$ cat src/rtl/guess_check_fsm.sv
// guess_check_fsm: drives the guess register load strobe on enter, checks the
// XOR-decrypted guess against the stored code, and sequences grant/deny/lock
// indications with a shared 8-bit hold counter. Outputs are registered decodes
// of the state, so inputs never reach outputs combinationally.
module guess_check_fsm #(
  parameter int MAX_ATTEMPTS  = 3,
  parameter int RESULT_CYCLES = 4,
  parameter int LOCK_CYCLES   = 16
) (
  input  logic       clk,
  input  logic       reset,
  input  logic       enter,
  input  logic [3:0] guess,
  input  logic [3:0] stored_code,
  input  logic [3:0] key,
  output logic       guess_load,
  output logic       busy,
  output logic       granted,
  output logic       denied,
  output logic       locked,
  output logic [1:0] attempts
);

  typedef enum logic [2:0] {IDLE, LOAD, CHECK, GRANT, DENY, LOCK} state_t;

  // Hold counter reload values: the state lasts (value + 1) cycles.
  localparam logic [7:0] RES_LD  = 8'(RESULT_CYCLES - 1);
  localparam logic [7:0] LOCK_LD = 8'(LOCK_CYCLES - 1);
  localparam logic [2:0] MAX_A   = 3'(MAX_ATTEMPTS);

  state_t     state, state_nxt;
  logic [7:0] hold, hold_nxt;
  logic [1:0] att_nxt;
  logic [2:0] att_inc;
  logic       match;

  // Guess is the value captured by the strobe issued in LOAD.
  assign match   = (guess ^ key) == stored_code;
  // One bit wider so attempts+1 compares cleanly against MAX_ATTEMPTS.
  assign att_inc = {1'b0, attempts} + 3'd1;

  // Next-state, hold counter and failed-attempt bookkeeping.
  always_comb begin
    state_nxt = state;
    hold_nxt  = hold;
    att_nxt   = attempts;
    case (state)
      IDLE:  if (enter) state_nxt = LOAD;
      LOAD:  state_nxt = CHECK;
      CHECK: begin
        if (match) begin
          state_nxt = GRANT;
          hold_nxt  = RES_LD;
          att_nxt   = 2'd0;
        end else if (att_inc < MAX_A) begin
          state_nxt = DENY;
          hold_nxt  = RES_LD;
          att_nxt   = att_inc[1:0];
        end else begin
          state_nxt = LOCK;
          hold_nxt  = LOCK_LD;
          att_nxt   = 2'd0;
        end
      end
      GRANT, DENY, LOCK: begin
        if (hold == 8'd0) state_nxt = IDLE;
        else              hold_nxt  = hold - 8'd1;
      end
      default: state_nxt = IDLE;
    endcase
  end

  // State, counters and Moore outputs registered together; reset wins.
  always_ff @(posedge clk) begin
    if (!reset) begin
      state      <= IDLE;
      hold       <= 8'd0;
      attempts   <= 2'd0;
      guess_load <= 1'b0;
      busy       <= 1'b0;
      granted    <= 1'b0;
      denied     <= 1'b0;
      locked     <= 1'b0;
    end else begin
      state      <= state_nxt;
      hold       <= hold_nxt;
      attempts   <= att_nxt;
      guess_load <= (state_nxt == LOAD);
      busy       <= (state_nxt != IDLE);
      granted    <= (state_nxt == GRANT);
      denied     <= (state_nxt == DENY);
      locked     <= (state_nxt == LOCK);
    end
  end

endmodule
$ cat config.mk
export PLATFORM = sky130hd
export DESIGN_NAME = guess_check_fsm
export DESIGN_NICKNAME = d
export VERILOG_FILES = /design/src/rtl/guess_check_fsm.sv
export SDC_FILE = /design/constraint.sdc
export NUM_CORES = 1
export LEC_CHECK = 0
export BUFFER_PORTS_ARGS = -buffer_cell sky130_fd_sc_hd__clkbuf_2
export CORE_MARGIN = 2
export CORE_UTILIZATION = 45
export CTS_BUF_LIST = sky130_fd_sc_hd__clkbuf_16
export DETAILED_ROUTE_END_ITERATION = 8
export GPL_ROUTABILITY_DRIVEN = 0
export HOLD_SLACK_MARGIN = 0.05
export PLACE_DENSITY = 0.72
export SYNTH_ARGS = -nofsm -noshare
export SYNTH_HDL_FRONTEND = slang
export SYNTH_SLANG_ARGS = --single-unit
export TNS_END_PERCENT = 20
$ cat constraint.sdc
create_clock -name clk -period 5.78 [get_ports clk]
set_input_delay 1.734 -clock clk [delete_from_list [all_inputs] [get_ports clk]]
set_output_delay 1.734 -clock clk [all_outputs]
set_load 0.01 [all_outputs]
# [After elaboration in Yosys (flattened, before gate mapping)]
# Cells that the tools add are included.
[totals] elab_cells=40 inputBits=15 register_bits=18 output_inout_bits=7
[op_classes] mux=11 order_cmp=1 addsub=2 eq_ne=11 reduce_logical=6 bitwise_logic=1
[op_table] cell="$pmux 8 s2" count=1
[op_table] cell="$eq 3x3->1 const B" count=4
[op_table] cell="$pmux 3 s4" count=1
[op_table] cell="$eq 3x2->1 const B" count=3
[op_table] cell="$mux 3" count=3
[op_table] cell="$logic_not 8->1" count=1
[op_table] cell="$mux 4" count=2
[op_table] cell="$mux 8" count=1
[op_table] cell="$sub 8x1->8 const B" count=1
[op_table] cell="$eq 3x1->1 const B" count=2
[op_table] cell="$eq 4x4->1" count=1
[op_table] cell="$mux 2" count=2
[op_table] cell="$xor 4x4->4" count=1
[op_table] cell="$add 2x1->3 const B" count=1
[op_table] cell="$logic_not 3->1" count=1
[op_table] cell="$lt 3x2->1 const B" count=1
[op_table] cell="$reduce_bool 3->1" count=1
[op_table] cell="$reduce_or 3->1" count=1
[op_table] cell="$ne 2x2->1 const B" count=1
[op_table] cell="$reduce_and 2->1" count=1
[op_table] cell="$reduce_bool 2->1" count=1
[op_table] cell="$mux 1" count=1

# [Depth between registers and ports, before layout]
# Gate-level depths: netlist (run 1).
[depth] ltp_word=6 depth_mapped=7 ltp_nobuf=7

# [Worst setup path before layout (run 1)]
# No wires, ideal clock.
[synth_path] path_type="input-to-reg" from="in key[3]" to="reg guess_load" required_ns=5.660 arrival_time_ns=2.711 slack_ns=2.948 setup_time_ns=0.120 stages=5 path_buffers=0 path_cell_list="xnor3_1 -> and4_1 -> o21a_1 -> o21ai_1 -> nor2_1"
[synth_between] elab_chain_cells=5
[synth_rtl] element="from (decl)" line="15" source="input logic [3:0] key,"
[synth_rtl] element="$xor 4x4->4" line="38" source="assign match = (guess ^ key) == stored_code;"
[synth_rtl] element="$eq 4x4->1" line="38"
[synth_rtl] element="$mux 3" line="51" source="if (match) begin"
[synth_rtl] element="$pmux 3 s4" line="47" source="case (state)"
[synth_rtl] element="$eq 3x1->1" line="88" source="guess_load <= (state_nxt == LOAD);"
[synth_rtl] element="to (signal assigned)" line="88"
[synth_rtl] element="to (decl)" line="16" source="output logic guess_load,"
# No other way between the ends.
# A chain may end at the register's enable or synchronous reset.

# [Final worst setup path (run 1)]
[layout_path] from="in key[3]" to="reg denied"
[layout_between] elab_chain_cells=5
[layout_rtl] element="$xor 4x4->4" line="38"
[layout_rtl] element="$eq 4x4->1" line="38"
[layout_rtl] element="$mux 3" line="51"
[layout_rtl] element="$pmux 3 s4" line="47"
[layout_rtl] element="$eq 3x3->1" line="91" source="denied <= (state_nxt == DENY);"
[layout_rtl] element="to (signal assigned)" line="91"
[layout_rtl] element="to (decl)" line="19" source="output logic denied,"
# No other way between the ends.

==> results of run 1 <==
-- layout by cell type, fill, tap and decap left out, drive strengths merged, types with 4 or more instances in the layout --
cell and instances:
clkbuf 24, nor2 21, dfxtp 18, nand2 8
o21ai 6, inv 5, nor3 5, xor2 5
xnor3 4
-- worst max path at each step --
stage	from	endpoint	cells after the start
2_1_floorplan	key[3]	guess_load	5
3_3_place_gp	key[3]	denied	6
3_5_place_dp	key[3]	denied	6
4_1_cts	key[3]	denied	6
5_1_grt	key[3]	denied	6
6_report	key[3]	denied	6
-- cell families after synthesis --
group           after synthesis  synth area share, %
fa+ha+maj                     1                 1.32
compound gates               22                 15.6
xor+xnor                      9                 14.1
buf+inv                       9                 3.69
mux                           1                 1.06
simple gates                 47                 26.3
flops                        18                 38.0
-- worst min-delay path, cell delays in order, from the launching register on --
cell and delay (ns):
sky130_fd_sc_hd__dfxtp_1 0.33, sky130_fd_sc_hd__xor2_1 0.07, sky130_fd_sc_hd__nor2_1 0.07
-- per-layer routing --
metal  up-vias  track usage, %
met5         -               0
met4         0            5.09
met2        22            31.6
met3         5            5.45
met1       399            20.0
li1        417               -
-- power by group --
group | switching, uW | internal [uW]
logic | 45.7 | 42.2
registers | 8.75 | 134
clock network | 41.8 | 90.8
-- sequential cells by signal (all words and copies together) (netlist names) --
signal and flops:
attempts 2, busy 1, denied 1, granted 1
guess_load 1, hold 8, locked 1, state 3
-- final cells by class --
cell class	instances	area (um2)	area share, %
sequential	18	360	31.3
timing repair buffer	21	105	9.14
multi-input combinational	80	553	48.1
inverter	6	22.5	1.96
clock buffer	3	75.1	6.53
tap	27	33.8	2.94
-- stage by stage --
| step | hold WS [ns] | power, uW | instance area, um2 |
|---|---|---|---|
| floorplan | 0.473 | 212 | 948 |
| global placement | 0.490 | 229 | 1070 |
| detailed placement | 0.503 | 232 | 1070 |
| CTS | 0.517 | 366 | 1150 |
| global route | 0.551 | 382 | 1150 |
| finish | 0.506 | 363 | 1150 |
==> impl_summary.txt, run 1 <==
----------------------------------------------------
[Clocking]
  H-tree lvl count ... 1
  Number of CTS-inserted buffers ... 3
  CTS Root Buffer Type ... sky130_fd_sc_hd__clkbuf_16
  Number of setup buffers added after CTS ... 0
  Total of hold buffers inserted after clock tree synthesis ... 0
  Number of gates resized after CTS ... 0
  Clock transition at the registers of the reported paths ... 0.05 ns
  Sink Count ... 18
  CTS Buffer Depth ... 2
  Clock latency reported for the late side of the worst-skew pair ... 0.24 ns
  TritonCTS clock tree ... built

[Worst hold path]
  Hold Path Cell Cnt ... 2
  Hold Startpoint ... hold[7]
  End point of the most critical hold path ... hold[7]
  Worst hold path type ... flip-flop to flip-flop

[Logic synthesis]
  Yosys Warn Count ... 0
  Most area-consuming cells after synthesis ... sky130_fd_sc_hd__dfxtp_1, sky130_fd_sc_hd__xnor3_1, sky130_fd_sc_hd__nor2_1
  Syn_area_per_cell ... 8.86 um2
  Area share of the leading cell type in the synthesized netlist ... 38.0%
  Number of nets produced by synthesis ... 123
  Synthesized area ... 948 um2
  Number of storage elements in the synthesis netlist ... 18
  Cell accounting for the most synthesized area ... sky130_fd_sc_hd__dfxtp_1
  Synth cell types ... 38
  Sequential element share of the synthesized area ... 38.0%
  Async set-reset flop share out of synthesis ... 0%
  Synthesized netlist cell count ... 107
  Number of enable flip-flop cells after synthesis ... 0
  Most common library cells after synthesis ... sky130_fd_sc_hd__nor2_1, sky130_fd_sc_hd__dfxtp_1, sky130_fd_sc_hd__nand2_1
  Leading register cell type out of synthesis ... sky130_fd_sc_hd__dfxtp_1
  Most repeated cell in the gate-level netlist after synthesis ... sky130_fd_sc_hd__nor2_1

[STA]
  Maximum clock rate ... 0.353 GHz
  RSZ-0062 raised after global routing ... no
  Final critical-path required period ... 2.83 ns
  Final setup margin ... 2.95 ns
  Number of pins with negative max-slew slack in the final report ... 0
  Setup-failing EPs final ... 0
  Rel. slew slack ... 58.9%
  Sum of negative setup slack ... 0 ns
  Final worst clock skew ... 0.00158 ns
  Measured slew at the worst slew-check pin ... 0.614 ns
  Number of failing hold endpoints at the final stage ... 0
  Final period util ... 49.0%

[Place]
  Sum of net half-perimeters after detailed placement ... 1.44 mm
  Count of buffers inserted at the top-level ports ... 21
  Cell total after placement ... 152
  DP Worst Slack ... 2.71 ns

[Worst setup path]
  Dominant cell type by count on the critical path ... sky130_fd_sc_hd__nor3_1
  Launching point of the worst reg2reg path ... hold[0]
  Capture point of the worst reg-to-reg path ... hold[6]
  CP max-delay cell ... sky130_fd_sc_hd__xnor3_1
  Largest driver fanout on the critical path ... 5
  WP buf/inv ... 1
  Startpoint-to-endpoint class of the critical path ... input port to flip-flop
  Kind of capture point of the worst setup path ... flip-flop
  Required time worst endpoint ... 5.94 ns
  Dominant delay contributor by cell family on the critical path ... simple AND/OR/NAND/NOR gates
  Type of element launching the critical path ... input port
  Cells along the critical path ... clkbuf_2 > xnor3_1 > and4_1 > nor3_1 > nor2_1 > nor3_1
  Logic depth of the worst register-to-register path ... 7
  Delay of the slowest cell on the worst path ... 0.35 ns
  Data arrival at the endpoint of the critical path ... 2.99 ns
  Setup slack on the worst flop-to-flop path ... 3.76 ns

[Drt]
  Top layer in use ... met4
  Initial DRC count ... 8
  Wire length after detailed routing ... 1.91 mm
  Number of design rule violations left after detail routing ... 0
  Number of vias per cell ... 5.44
  Via Count ... 843
  DR pass1 iterations ... 4
  Wire length on met3 ... 82 um
  DR WL/cell ... 12.3 um
  Wire length on met1 ... 832 um
  Routed wire length on met2 ... 978 um
  Detail Route Antenna Nets ... 0

[Pwr]
  Total power density per cell area ... 316 mW/mm2
  Worst vdd rail ir drop ... 0.229 mV
  Static leakage ... 0.000522 uW

[Die]
  Area of the die ... 0.00249 mm2
  Total core area ... 0.00198 mm2
  Width of the die ... 49.9 um
  Initial standard-cell utilization of the core ... 47.9%
  # IOs ... 22
  Cell row count ... 16
  Die Ht ... 49.9 um

[Global routing]
  Maximum number of pins on one net before global-route repair ... 11
  Gr ovfl total ... 0
  Vias in the first global route ... 806
  Global-route usage over all layers ... 17.7%
  Number of antenna violations at the first check in global routing ... 0
  First-pass GRT wire length ... 3.38 mm

[Layout]
  Nets@finish ... 146
  Antenna fix cells ... 0
  Share of the core filled with cells ... 58.0%
  Final non-filler cell total ... 155
  Area Growth Syn to Fin ... 21.2%
  Share of post-route cells with drive strength above 1 ... 21.1%
  Number of inserted filler cells in the final layout ... 172

[Outcome]
  Outcome ... completed

[Run]
  Maximum capacitance violations ... 0

----------------------------------------------------
(Power assumes the default switching activity.)
==> inputs of run 2 (changes only) <==
clock period = 2.7 ns   (was 5.78 ns; I/O delays follow)
==> run 2 against run 1 <==
Wire length up 5.3%; via count up 1.7%; total power up 120%; cell area up 0.33%; largest cell class unchanged; register-to-register slack worse by 3.1 ns; critical endpoint is now hold[5].
==> impl_summary.txt, run 2 (same netlist as run 1, synthesis figures left out) <==
----------------------------------------------------
[Outcome]
  Outcome ... completed

[Layout]
  Antenna fix cells ... 0
  Register containing the most flip-flops in the final layout ... hold
  Share of post-route cells with drive strength above 1 ... 20.9%
  Registers with the most flip-flops ... hold x8, state x3, attempts x2
  Most frequent standard cell in the layout excluding fill and tap cells ... sky130_fd_sc_hd__clkbuf_2
  Nets@finish ... 146
  Area Growth Syn to Fin ... 21.6%
  Flip-flop count of the largest register after layout ... 8
  Most frequent cells in the layout ... sky130_fd_sc_hd__clkbuf_2, sky130_fd_sc_hd__nor2_1, sky130_fd_sc_hd__dfxtp_1, sky130_fd_sc_hd__nand2_1

[Clocking]
  Sink Count ... 18
  CTS Buffer Depth ... 2
  Number of CTS-inserted buffers ... 3
  Total of hold buffers inserted after clock tree synthesis ... 0
  Clock latency reported for the late side of the worst-skew pair ... 0.25 ns
  CTS Root Buffer Type ... sky130_fd_sc_hd__clkbuf_16
  Number of gates resized after CTS ... 0
  TritonCTS clock tree ... built
  Number of setup buffers added after CTS ... 0
  H-tree lvl count ... 1
  Clock transition at the registers of the reported paths ... 0.05 ns

[Drt]
  Detail Route Antenna Nets ... 0
  Wire length after detailed routing ... 2.01 mm
  DR pass1 iterations ... 4
  Initial DRC count ... 29
  Number of vias per cell ... 5.49
  Via Count ... 857
  DR WL/cell ... 12.9 um
  Number of design rule violations left after detail routing ... 0

[STA]
  Final worst clock skew ... 0.00132 ns
  Rel. slew slack ... 55.2%
  Final critical-path required period ... 2.06 ns
  Final period util ... 76.3%
  Number of failing hold endpoints at the final stage ... 0
  Number of pins with negative max-slew slack in the final report ... 0
  RSZ-0062 raised after global routing ... no
  Measured slew at the worst slew-check pin ... 0.669 ns
  Sum of negative setup slack ... 0 ns
  Maximum clock rate ... 0.485 GHz
  Setup-failing EPs final ... 0
  Final setup margin ... 0.639 ns

[Die]
  Die Ht ... 49.9 um
  # IOs ... 22
  Total core area ... 0.00198 mm2
  Initial standard-cell utilization of the core ... 47.9%
  Area of the die ... 0.00249 mm2
  Cell row count ... 16
  Width of the die ... 49.9 um

[Pwr]
  Worst vdd rail ir drop ... 0.466 mV
  Total power density per cell area ... 684 mW/mm2
  Static leakage ... 0.000524 uW

[Run]
  Maximum capacitance violations ... 0

[Worst setup path]
  Logic depth of the worst register-to-register path ... 7
  CP Capture Point ... hold[5]
  Required time worst endpoint ... 2.84 ns
  Startpoint-to-endpoint class of the critical path ... flip-flop to flip-flop
  Launching point of the worst reg2reg path ... hold[0]
  Largest driver fanout on the critical path ... 9
  Type of element launching the critical path ... flip-flop
  Startpoint of the worst setup timing path ... hold[0]
  Data arrival at the endpoint of the critical path ... 2.20 ns
  Setup slack on the worst flop-to-flop path ... 0.64 ns
  Capture point of the worst reg-to-reg path ... hold[5]
  Kind of capture point of the worst setup path ... flip-flop

[Global routing]
  Vias in the first global route ... 790
  Number of antenna violations at the first check in global routing ... 0
  Maximum number of pins on one net before global-route repair ... 11
  Gr ovfl total ... 0
  First-pass GRT wire length ... 3.50 mm
  Global-route usage over all layers ... 18.2%

[Worst hold path]
  Worst hold path type ... flip-flop to flip-flop

[Place]
  DP Worst Slack ... 0.573 ns
  Sum of net half-perimeters after detailed placement ... 1.45 mm
  Count of buffers inserted at the top-level ports ... 21

----------------------------------------------------
-- run 2: power breakdown --
part	internal, uW	leakage (uW)	switching [uW]	total, uW
Combinational	90.3	0.000339	99.1	189
Clock	197	0.0000385	97.3	294
Sequential	286	0.000146	19.2	305
-- run 2: metal layers --
layer	GRT usage [%]	wire, um	vias up
li1	-	-	422
met1	21.5	905	421
met2	31.3	1040	11
met3	4.55	47	3
met4	7.41	21	0
met5	0	0	-
-- run 2: area by class of cell --
cell class / instances / area [um2]
Fill cell: 168 / 828
Clock inverter: 1 / 3.75
Multi-Input combinational cell: 80 / 553
Tap cell: 27 / 33.8
Clock buffer: 3 / 75.1
Sequential cell: 18 / 360
Inverter: 6 / 22.5
Timing Repair Buffer: 21 / 105
-- run 2: per-stage QoR --
| stage | hold WS (ns) | std cells | util (%) | area (um2) | power, uW |
|---|---|---|---|---|---|
| after floorplan | 0.473 | 107 | - | 948 | 454 |
| after global placement | 0.490 | 152 | 54.2 | 1070 | 491 |
| after detailed placement | 0.503 | 152 | 54.2 | 1070 | 497 |
| after CTS | 0.517 | 156 | 58.2 | 1150 | 792 |
| after global routing | 0.551 | 156 | 58.2 | 1150 | 826 |
| final | 0.508 | 156 | 58.2 | 1150 | 789 |
-- run 2: worst min-delay path by stage --
| stage | slack [ns] | startpoint | endpoint | cells past startpoint |
|---|---|---|---|---|
| after floorplan | 0.47 | hold[7] | hold[7] | 2 |
| after global placement | 0.49 | hold[7] | hold[7] | 2 |
| after detailed placement | 0.50 | hold[7] | hold[7] | 2 |
| after CTS | 0.52 | hold[7] | hold[7] | 2 |
| after global routing | 0.55 | hold[7] | hold[7] | 2 |
| final | 0.51 | hold[7] | hold[7] | 2 |
-- run 2: critical path, cell delays in order (launching register included) --
cell                        delay [ns]
sky130_fd_sc_hd__dfxtp_1          0.39
sky130_fd_sc_hd__inv_1            0.06
sky130_fd_sc_hd__ha_1             0.24
sky130_fd_sc_hd__or4b_4           0.26
sky130_fd_sc_hd__a2bb2oi_1        0.58
sky130_fd_sc_hd__o21ai_0          0.21
sky130_fd_sc_hd__xor2_1           0.17
sky130_fd_sc_hd__nor2_1           0.05
